[src/rtl/piso_serializer.sv]
// Parallel-in/serial-out transmitter: streams a WIDTH-bit word on Q, one bit per clock, with Valid/Done.
// Latency: first bit on Q the cycle after acceptance; Ready only when idle or on the last bit, busy Loads dropped.
module piso_serializer #(
  parameter int WIDTH     = 8,
  parameter bit MSB_FIRST = 1'b1
) (
  input  logic             Clk,
  input  logic             Rst_n,
  input  logic             Load,
  input  logic [WIDTH-1:0] Din,
  output logic             Ready,
  output logic             Q,
  output logic             Valid,
  output logic             Done
);

  localparam int CW = $clog2(WIDTH);
  localparam logic [CW-1:0] LAST = CW'(WIDTH - 1);

  typedef enum logic {IDLE = 1'b0, SHIFT = 1'b1} state_t;

  state_t           state, state_nxt;
  logic [WIDTH-1:0] shreg, shreg_nxt, shifted;
  logic [CW-1:0]    count, count_nxt;
  logic             last;

  // Zeros shift in behind the word, so shreg is already clear when the block falls back to IDLE.
  assign shifted = MSB_FIRST ? {shreg[WIDTH-2:0], 1'b0} : {1'b0, shreg[WIDTH-1:1]};

  assign last  = (state == SHIFT) && (count == LAST);
  assign Ready = (state == IDLE) || last;
  assign Valid = (state == SHIFT);
  assign Done  = last;
  assign Q     = MSB_FIRST ? shreg[WIDTH-1] : shreg[0];

  always_ff @(posedge Clk) begin
    if (!Rst_n) begin
      state <= IDLE;
      shreg <= '0;
      count <= '0;
    end else begin
      state <= state_nxt;
      shreg <= shreg_nxt;
      count <= count_nxt;
    end
  end

  always_comb begin
    state_nxt = state;
    shreg_nxt = shreg;
    count_nxt = count;
    case (state)
      IDLE: begin
        if (Load) begin
          state_nxt = SHIFT;
          shreg_nxt = Din;
          count_nxt = '0;
        end
      end
      SHIFT: begin
        if (count == LAST) begin
          count_nxt = '0;
          if (Load) begin
            shreg_nxt = Din;
          end else begin
            state_nxt = IDLE;
            shreg_nxt = shifted;
          end
        end else begin
          count_nxt = count + 1'b1;
          shreg_nxt = shifted;
        end
      end
      default: begin
        state_nxt = IDLE;
        shreg_nxt = '0;
        count_nxt = '0;
      end
    endcase
  end

endmodule

[config.mk]
export PLATFORM = sky130hd
export DESIGN_NAME = piso_serializer
export DESIGN_NICKNAME = d
export VERILOG_FILES = /design/src/rtl/piso_serializer.sv
export SDC_FILE = /design/constraint.sdc
export NUM_CORES = 1
export LEC_CHECK = 0
export ABC_CLOCK_PERIOD_IN_PS = 2600
export CAP_MARGIN = 20
export CORE_AREA = 3 3 40 42
export DETAILED_ROUTE_END_ITERATION = 8
export DIE_AREA = 0 0 43 45
export DONT_BUFFER_PORTS = 1
export PLACE_DENSITY = 0.6
export SLEW_MARGIN = 20
export SYNTH_ARGS = -nofsm -noshare
export SYNTH_HDL_FRONTEND = slang
export SYNTH_SLANG_ARGS = --single-unit
[constraint.sdc]
create_clock -name Clk -period 2.6 [get_ports Clk]
set_input_delay 0.13 -clock Clk [delete_from_list [all_inputs] [get_ports Clk]]
set_output_delay 0.13 -clock Clk [all_outputs]
set_load 0.01 [all_outputs]
==> results of run 1 <==
-- worst register-to-register path: stages, from the launching register on --
cell	delay, ns
dfxtp_1	0.32
ha_1	0.21
ha_1	0.23
a21boi_2	0.45
mux2i_1	0.25
a21oi_1	0.08
-- cell type report --
| class | count | area share |
|---|---|---|
| multi-input cells | 42 | 0.493 |
| flip-flops and latches | 12 | 0.391 |
| repair buffers | 3 | 0.0489 |
| clock buffers | 3 | 0.0367 |
| well taps | 15 | 0.0305 |
-- metrics by stage --
stage	util	instance area, um2	power, mW	cells
4_1_cts	0.470	604	0.364	74
3_3_place_gp	0.437	562	0.247	69
6_report	0.478	614	0.359	75
2_1_floorplan	-	592	0.252	59
3_5_place_dp	0.437	562	0.248	69
5_1_grt	0.478	614	0.380	75
-- layer usage --
| layer | share of wire | vias to the layer above |
|---|---|---|
| li1 | - | 209 |
| met1 | 0.50 | 167 |
| met2 | 0.39 | 9 |
| met3 | 0.093 | 2 |
| met4 | 0.0089 | 0 |
| met5 | 0 | - |
-- logic make-up (layout without fill, tap and decap cells) --
logic type               after synthesis  count (layout)  synth area share
adder cells (fa/ha/maj)                3               3            0.0634
AND/OR/NAND/NOR                       11              11             0.121
flip-flops                            12              12             0.406
multiplexers                           9               9             0.152
buffers and inverters                  5               6            0.0824
AO/OA/AOI/OAI                         19              19             0.175
-- cells in the mapped netlist, drive strengths merged --
master / instances
clkbuf: 1
and2: 3
buf: 4
or2b: 1
dfxtp: 12
mux2i: 9
a21oi: 9
nor2b: 3
or2: 1
o21ai: 8
a21boi: 1
o21a: 1
nand3: 1
nor3b: 2
ha: 3
-- power breakdown --
group	switching, mW	leakage, nW	total (mW)	internal [mW]
Clock	0.0568	0.0138	0.110	0.0535
Combinational	0.0200	0.139	0.0421	0.0221
Sequential	0.0100	0.0992	0.207	0.197
-- flip-flops by register name, summed over array words and instances, names as in the netlist --
signal  count
Valid       1
count       3
shreg       8
-- timing repair --
item                                    in CTS  in global routing
hold buffers                                 2                  1
endpoints found under the setup margin       0                  0
setup buffers                                0                  0
endpoints found under the hold margin       10                  1
-- worst max path at each step --
stage / slack, ns / startpoint / depth (start not counted) / end
6_report: 0.93 / count[0] / 5 / shreg[1]
5_1_grt: 0.79 / count[0] / 5 / shreg[6]
4_1_cts: 0.89 / count[0] / 5 / shreg[1]
3_5_place_dp: 0.90 / count[0] / 5 / shreg[1]
3_3_place_gp: 0.95 / count[0] / 5 / shreg[6]
2_1_floorplan: 1.23 / count[0] / 6 / shreg[1]
==> flow_summary.json, run 1 <==
{
  "run_status": "finished, final reports clean",
  "yosysTopAreaCellShare": 0.406,
  "cp_max_fo": 7,
  "crit_chain": "ha_1 -> ha_1 -> a21boi_2 -> mux2i_1 -> a21oi_1",
  "drc_errors": 0,
  "seq_area_frac_synth": 0.406,
  "hp-class": "primary input to flip-flop",
  "netlist_area_um2": 592,
  "max_freq_ghz": 0.600,
  "r2r_start": "count[0]",
  "fin_crit_ns": 1.67,
  "syn_inst": 59,
  "ios": 15,
  "reg2reg_depth": 5,
  "drive_gt1_frac": 0.0667,
  "cp.arrival_ns": 1.80,
  "clockBufferDepth": 2,
  "rows": 13,
  "route.final.wire_length_mm": 1.01,
  "ant_nets": 0,
  "coreArea_mm2": 0.00128,
  "rsz0062_at_grt": "no",
  "cts_tree": "done",
  "period_share": 0.641,
  "clk_latency_ns": 0.27,
  "fin_tns_setup_ns": 0,
  "worst_path_dominant_cell_family": "compound AO/OA/AOI/OAI gates",
  "slew_headroom": 0.654,
  "fp.dieH_um": 45,
  "min_from": "Rst_n",
  "r2r_slack_ns": 0.93,
  "cpPeakStageDelay_ns": 0.45,
  "grtUsageMet3": 0.0916,
  "place_ws_ns": 0.902,
  "n_antenna_cell": 0,
  "fin_ws_ns": 0.933,
  "first_iter_violations": 3,
  "grt_util_all_layers": 0.123,
  "ff_latch_area_um2": 240,
  "gr-total-overflow": 0,
  "fin_skew_ns": 0.00661,
  "critPathCaptureType": "flip-flop",
  "vias": 387,
  "grt_pass1_vias": 359,
  "yosys.area.top_type": "dfxtp_1",
  "reg2reg_to": "shreg[1]",
  "grt_max_degree": 16,
  "grt_busiest_layer": "met2",
  "cts_resized": 0,
  "avgSynthCellArea_um2": 10.0,
  "cp_common_cell": "ha_1",
  "start_util": 0.461,
  "antenna_found_initial": 0,
  "final_common_cell": "dfxtp_1",
  "finalWeightedCongestion": 0.699,
  "whs_path_depth": 2,
  "power_density_mw_per_mm2": 585,
  "p_leak_nw": 0.252,
  "finalSetupViolCount": 0,
  "maxCapViolCount": 0,
  "numCtsBuffers": 3,
  "hold_viol": 0,
  "routedWlPerCell_um": 13.5,
  "fin_nets": 76,
  "die_w_um": 43,
  "max_slew.worst_pin.slew_ns": 0.516,
  "htree_levels": 1,
  "grt_util_met2": 0.159,
  "io_buffers": 0,
  "yosysUniqueCellTypes": 18,
  "peakVddDrop_uv": 368,
  "synthTopCellsByArea": "dfxtp_1 41%, mux2i_1 15%, a21oi_1 7.6%",
  "crit_type": "flip-flop to flip-flop",
  "holdPathEnd": "shreg[7]",
  "mostFrequentLayoutCells": "12 x dfxtp_1, 9 x a21oi_1, 9 x mux2i_1, 5 x o21ai_1",
  "multi_input_area_um2": 303,
  "ys_warn_count": 0,
  "synth-seq-cells": 12,
  "synth_nets": 73,
  "dr.pass1.iters": 2,
  "fillers": 120,
  "grt_pass1_wl_mm": 1.71,
  "fin_hold_ws_ns": 0.0169,
  "hpwl_um": 689,
  "cts.sinks": 12,
  "root_buffer": "clkbuf_4",
  "cp.required_ns": 2.74,
  "cp-start-kind": "flip-flop",
  "vias_per_cell": 5.16,
  "syn2layout_area_growth_pct": 3.81,
  "use_met1": 0.151,
  "drv_slew": 0,
  "worst_path_max_delay_cell": "a21boi_2",
  "cts.clk_slew.worst_paths_ns": 0.07,
  "path_buf_inv": 0,
  "die_area_mm2": 0.00194
}
No activity file was read; power rests on OpenSTA's default activity.
==> run 2, diff against run 1 <==
--- a/config.mk
+++ b/config.mk
@@ -5,13 +5,14 @@
 export SDC_FILE = /design/constraint.sdc
 export NUM_CORES = 1
 export LEC_CHECK = 0
-export ABC_CLOCK_PERIOD_IN_PS = 2600
+export ABC_AREA = 1
+export ABC_CLOCK_PERIOD_IN_PS = 1480
 export CAP_MARGIN = 20
 export CORE_AREA = 3 3 40 42
 export DETAILED_ROUTE_END_ITERATION = 8
 export DIE_AREA = 0 0 43 45
 export DONT_BUFFER_PORTS = 1
-export PLACE_DENSITY = 0.6
+export PLACE_DENSITY = 0.67
 export SLEW_MARGIN = 20
 export SYNTH_ARGS = -nofsm -noshare
 export SYNTH_HDL_FRONTEND = slang
==> constraint.sdc (replaced) <==
create_clock -name Clk -period 1.48 [get_ports Clk]
set_input_delay 0.074 -clock Clk [delete_from_list [all_inputs] [get_ports Clk]]
set_output_delay 0.074 -clock Clk [all_outputs]
set_load 0.01 [all_outputs]
==> flow_summary.json, run 2 <==
{
  "run_status": "finished, final reports clean",
  "yosysTopAreaCellShare": 0.369,
  "worst_path_dominant_cell_family": "adder cells",
  "reg2reg_depth": 9,
  "synthTopCellsByArea": "dfxtp_1 37%, nand2_1 12%, nand3_1 12%",
  "power_density_mw_per_mm2": 1050,
  "cp-endpoint": "shreg[3]",
  "slew_headroom": 0.748,
  "netlist_area_um2": 652,
  "syn2layout_area_growth_pct": 9.98,
  "cts_setup_buffers": 0,
  "fin_nets": 111,
  "ios": 15,
  "ys_top_cells_by_count": "21 x nand2_1, 15 x nand3_1, 14 x nor2_1",
  "path_buf_inv": 2,
  "ys.flop_type": "dfxtp_1",
  "synth-seq-cells": 12,
  "synthArstFlopShare": 0,
  "drc_errors": 0,
  "hold_viol": 0,
  "crit_type": "flip-flop to flip-flop",
  "final_area_um2": 717,
  "grt_max_degree": 16,
  "multi_input_area_um2": 335,
  "rows": 13,
  "cp_max_fo": 10,
  "fillers": 128,
  "drive_gt1_frac": 0.135,
  "fin_skew_ns": 0.00645,
  "max_freq_ghz": 0.756,
  "finalSetupViolCount": 0,
  "fin_tns_setup_ns": 0,
  "largest_reg_flops": 8,
  "route.final.wire_length_mm": 1.15,
  "synth_most_common_cell": "nand2_1",
  "crit_cells": 9,
  "fin_crit_ns": 1.32,
  "cp.arrival_ns": 1.55,
  "clkPwrFrac": 0.355,
  "cpPeakStageDelay_ns": 0.33,
  "critPathCaptureType": "flip-flop",
  "syn_inst": 91,
  "maxCapViolCount": 0,
  "numCtsBuffers": 3,
  "antenna_found_initial": 0,
  "synth_nets": 105,
  "rsz0062_at_grt": "no",
  "regMostFlops": "shreg",
  "finalWeightedCongestion": 0.761,
  "post_dp_cell_area_um2": 656,
  "hp-class": "primary input to flip-flop",
  "ant_nets": 0,
  "grt_util_all_layers": 0.144,
  "fin_util": 0.558,
  "die_area_mm2": 0.00194,
  "n_antenna_cell": 0,
  "gr-total-overflow": 0,
  "vias_per_cell": 4.98,
  "crit_chain": "ha_1 -> ha_1 -> inv_1 -> nand2_4 -> nand2_4 -> nand2_1 -> nand3_1 -> nand2_1 -> inv_1",
  "ff_latch_area_um2": 240,
  "r2r_start": "count[0]",
  "grt_pass1_wl_mm": 2.06,
  "seq_area_frac_synth": 0.369,
  "period_share": 0.894,
  "fin_hold_ws_ns": 0.0357,
  "peakVddDrop_uv": 528,
  "reg2reg_to": "shreg[3]",
  "p_leak_nw": 0.385,
  "root_buffer": "clkbuf_4",
  "yosysUniqueCellTypes": 15,
  "cp.required_ns": 1.71,
  "cts.sinks": 12,
  "p_seq_frac": 0.485,
  "grt_pass1_vias": 480,
  "worst_path_max_delay_cell": "dfxtp_1",
  "avgSynthCellArea_um2": 7.16,
  "cp-start-kind": "flip-flop",
  "routedWlPerCell_um": 10.3,
  "max_slew.worst_pin.slew_ns": 0.378,
  "first_iter_violations": 6,
  "clockBufferDepth": 2,
  "htree_levels": 1,
  "cts_tree": "done",
  "crit_path_start": "count[0]",
  "finalPower_uw": 752,
  "coreArea_mm2": 0.00128,
  "die_w_um": 43,
  "p_comb_frac": 0.160,
  "clk_latency_ns": 0.28,
  "io_buffers": 0,
  "r2r_slack_ns": 0.16,
  "fp.dieH_um": 45,
  "vias": 553,
  "dr.pass1.iters": 4,
  "internal-power_uw": 545,
  "hpwl_um": 838,
  "drv_slew": 0,
  "p_sw_frac": 0.274,
  "mostFrequentLayoutCells": "21 x nand2_1, 15 x nand3_1, 14 x nor2_1, 12 x dfxtp_1, 11 x inv_1",
  "p_switching_uw": 206,
  "start_util": 0.507,
  "ys_warn_count": 0,
  "synth_edf_count": 0,
  "final_common_cell": "nand2_1",
  "cts.clk_slew.worst_paths_ns": 0.08,
  "yosys.area.top_type": "dfxtp_1"
}
run 2: worst min path at each step:
stage	from	endpoint	cells after the start
finish	Din[5]	shreg[5]	4
global route	Din[1]	shreg[1]	4
CTS	Din[1]	shreg[1]	4
detailed placement	Load	Valid	2
global placement	Load	count[2]	3
floorplan	Load	count[1]	3
run 2: worst min-delay path, delay by kind of cell:
family                 cells  cell delay, ns
AND/OR/NAND/NOR            3            0.18
buffers and inverters      1            0.04
run 2: metal layers:
metal,vias to the layer above,part of all wire,global-route usage
met1,239,0.47,0.167
met4,0,0.031,0.108
li1,295,-,-
met2,14,0.42,0.219
met5,-,0,0
met3,5,0.079,0.0518
run 2: logic make-up after synthesis:
group | share of synthesized area
AOI/OAI and AO/OA | 0.0576
and+or+nand+nor | 0.392
DFF | 0.369
buffers and inverters | 0.125
adders and majority gates | 0.0576
run 2: power groups by stage:
| stage | combinational [mW] | clock, mW | sequential [mW] |
|---|---|---|---|
| 2_1_floorplan | 0.105 | 0 | 0.367 |
| 4_1_cts | 0.120 | 0.275 | 0.365 |
| 3_5_place_dp | 0.113 | 0 | 0.372 |
| 5_1_grt | 0.140 | 0.284 | 0.368 |
| 3_3_place_gp | 0.112 | 0 | 0.372 |
| 6_report | 0.120 | 0.267 | 0.365 |
run 2: per-stage QoR:
stage	setup slack, ns	cells
after CTS	0.118	111
final	0.156	111
after floorplan	0.249	91
after global placement	0.145	105
after global routing	0.0114	111
after detailed placement	0.134	105
run 2: area by class of cell:
class	instances	share of cell area
sequential	12	0.335
multi-input combinational	63	0.468
clock buffer	4	0.0506
tap	15	0.0262
timing repair buffer	4	0.0489
inverter	13	0.0716
run 2: timing repair:
item	4_1_cts	5_1_grt
resized for setup	0	1
setup endpoints to repair	0	7
hold buffers	2	0
endpoints found under the hold margin	4	0
==> run 3, diff against run 2 <==
--- a/config.mk
+++ b/config.mk
@@ -8,11 +8,11 @@
 export ABC_AREA = 1
 export ABC_CLOCK_PERIOD_IN_PS = 1480
 export CAP_MARGIN = 20
-export CORE_AREA = 3 3 40 42
+export CORE_MARGIN = 3
+export CORE_UTILIZATION = 45
 export DETAILED_ROUTE_END_ITERATION = 8
-export DIE_AREA = 0 0 43 45
 export DONT_BUFFER_PORTS = 1
-export PLACE_DENSITY = 0.67
+export PLACE_DENSITY = 0.63
 export SLEW_MARGIN = 20
 export SYNTH_ARGS = -nofsm -noshare
 export SYNTH_HDL_FRONTEND = slang
==> flow_summary.json, run 3 (same netlist as run 2, synthesis figures left out) <==
{
  "crit_path_start": "count[0]",
  "power_density_mw_per_mm2": 1070,
  "drv_slew": 0,
  "fin_ws_ns": 0.154,
  "fin_util": 0.532,
  "maxCapViolCount": 0,
  "p_sw_frac": 0.282,
  "p_comb_frac": 0.155,
  "final_common_cell": "nand2_1",
  "max_slew.worst_pin.slew_ns": 0.411,
  "slew_headroom": 0.726,
  "regMostFlops": "shreg",
  "r2r_slack_ns": 0.15,
  "hpwl_um": 849,
  "cp-start-kind": "flip-flop",
  "cts.clk_slew.worst_paths_ns": 0.08,
  "ios": 15,
  "p_seq_frac": 0.485,
  "mostFrequentLayoutCells": "21 x nand2_1, 15 x nand3_1, 14 x nor2_1, 12 x dfxtp_1, 11 x inv_1",
  "crit_type": "flip-flop to flip-flop",
  "rows": 13,
  "cts_setup_buffers": 0,
  "rsz0062_at_grt": "no",
  "finalSetupViolCount": 0,
  "drive_gt1_frac": 0.126,
  "grt_pass1_vias": 462,
  "r2r_start": "count[0]",
  "clkPwrFrac": 0.360,
  "root_buffer": "clkbuf_4",
  "p_switching_uw": 213,
  "reg2reg_depth": 9,
  "peakVddDrop_uv": 552,
  "vias_per_cell": 4.97,
  "fin_tns_setup_ns": 0,
  "antenna_found_initial": 0,
  "dr.pass1.iters": 4,
  "grt_pass1_wl_mm": 2.04,
  "fin_crit_ns": 1.33,
  "max_freq_ghz": 0.754,
  "cts.sinks": 12,
  "internal-power_uw": 543,
  "cp_max_fo": 10,
  "cts_tree": "done",
  "first_iter_violations": 7,
  "grt_util_all_layers": 0.143,
  "cp.arrival_ns": 1.56,
  "numCtsBuffers": 3,
  "min_from": "Din[4]",
  "critPathCaptureType": "flip-flop",
  "syn2layout_area_growth_pct": 8.83,
  "ant_nets": 0,
  "n_antenna_cell": 0,
  "hold_viol": 0,
  "hp-class": "primary input to flip-flop",
  "route.final.wire_length_mm": 1.20,
  "fin_skew_ns": 0.00406,
  "cp-endpoint": "shreg[6]",
  "grt_max_degree": 16,
  "place_ws_ns": 0.103,
  "htree_levels": 1,
  "drc_errors": 0,
  "coreArea_mm2": 0.00133,
  "io_buffers": 0,
  "largest_reg_flops": 8,
  "fp.dieH_um": 44.1,
  "clockBufferDepth": 2,
  "finalWeightedCongestion": 0.756,
  "period_share": 0.896,
  "vias": 547,
  "cp.required_ns": 1.71,
  "start_util": 0.489,
  "routedWlPerCell_um": 10.9,
  "die_w_um": 44.1,
  "p_leak_nw": 0.380,
  "run_status": "finished, final reports clean",
  "gr-total-overflow": 0,
  "clk_latency_ns": 0.28,
  "reg2reg_to": "shreg[6]",
  "fin_nets": 110,
  "die_area_mm2": 0.00194
}
## run 3: cell count changes in the layout (fill, tap and decap cells not counted)
cell | before | now
buf_4 | 2 | 1
## run 3: power groups by stage
stage | Clock (mW) | Combinational [mW] | Sequential, mW
after floorplan | 0 | 0.105 | 0.367
after global placement | 0 | 0.108 | 0.374
after detailed placement | 0 | 0.110 | 0.374
after CTS | 0.277 | 0.117 | 0.366
after global routing | 0.299 | 0.135 | 0.370
final | 0.272 | 0.117 | 0.367
## run 3: worst min-delay path by stage
stage / end / slack, ns / cells past startpoint
floorplan: count[1] / 0.24 / 3
global placement: count[2] / 0.24 / 3
detailed placement: shreg[0] / 0.25 / 2
CTS: shreg[1] / 0.03 / 4
global route: shreg[4] / 0.04 / 4
finish: shreg[4] / 0.03 / 4
## run 3: repair_timing
| action | 4_1_cts | 5_1_grt |
|---|---|---|
| hold buffers | 2 | 0 |
| gates resized for setup | 0 | 1 |
| hold endpoints to repair | 4 | 0 |
| endpoints found under the setup margin | 0 | 7 |
## run 3: area by class of cell
cell class,count,area [um2]
Fill cell,137,624
Clock buffer,4,36.3
Tap cell,15,18.8
Inverter,13,51.3
Timing Repair Buffer,3,27.5
Multi-Input combinational cell,63,335
Sequential cell,12,240
## run 3: worst max-delay path, stage by stage, from the launching register on
cell and delay [ns]:
dfxtp_1 0.34, ha_1 0.22, ha_1 0.19, inv_1 0.09
nand2_4 0.10, nand2_4 0.12, nand2_1 0.06, nand3_1 0.06
nand2_1 0.05, inv_1 0.04
## run 3: per-layer routing
| metal | GRT usage | wire length (um) | up-vias | share of wire |
|---|---|---|---|---|
| met4 | 0.0904 | 23 | 0 | 0.019 |
| met5 | 0 | 0 | - | 0 |
| li1 | - | - | 292 | - |
| met2 | 0.198 | 469 | 13 | 0.39 |
| met1 | 0.186 | 629 | 239 | 0.53 |
| met3 | 0.0528 | 73 | 3 | 0.061 |
## run 3: stage by stage
stage	instances	power (mW)	area [um2]	hold slack, ns
floorplan	91	0.472	652	0.236
global placement	104	0.482	648	0.244
detailed placement	104	0.484	648	0.245
CTS	110	0.760	704	0.0273
global route	110	0.804	709	0.0395
finish	110	0.756	709	0.0304
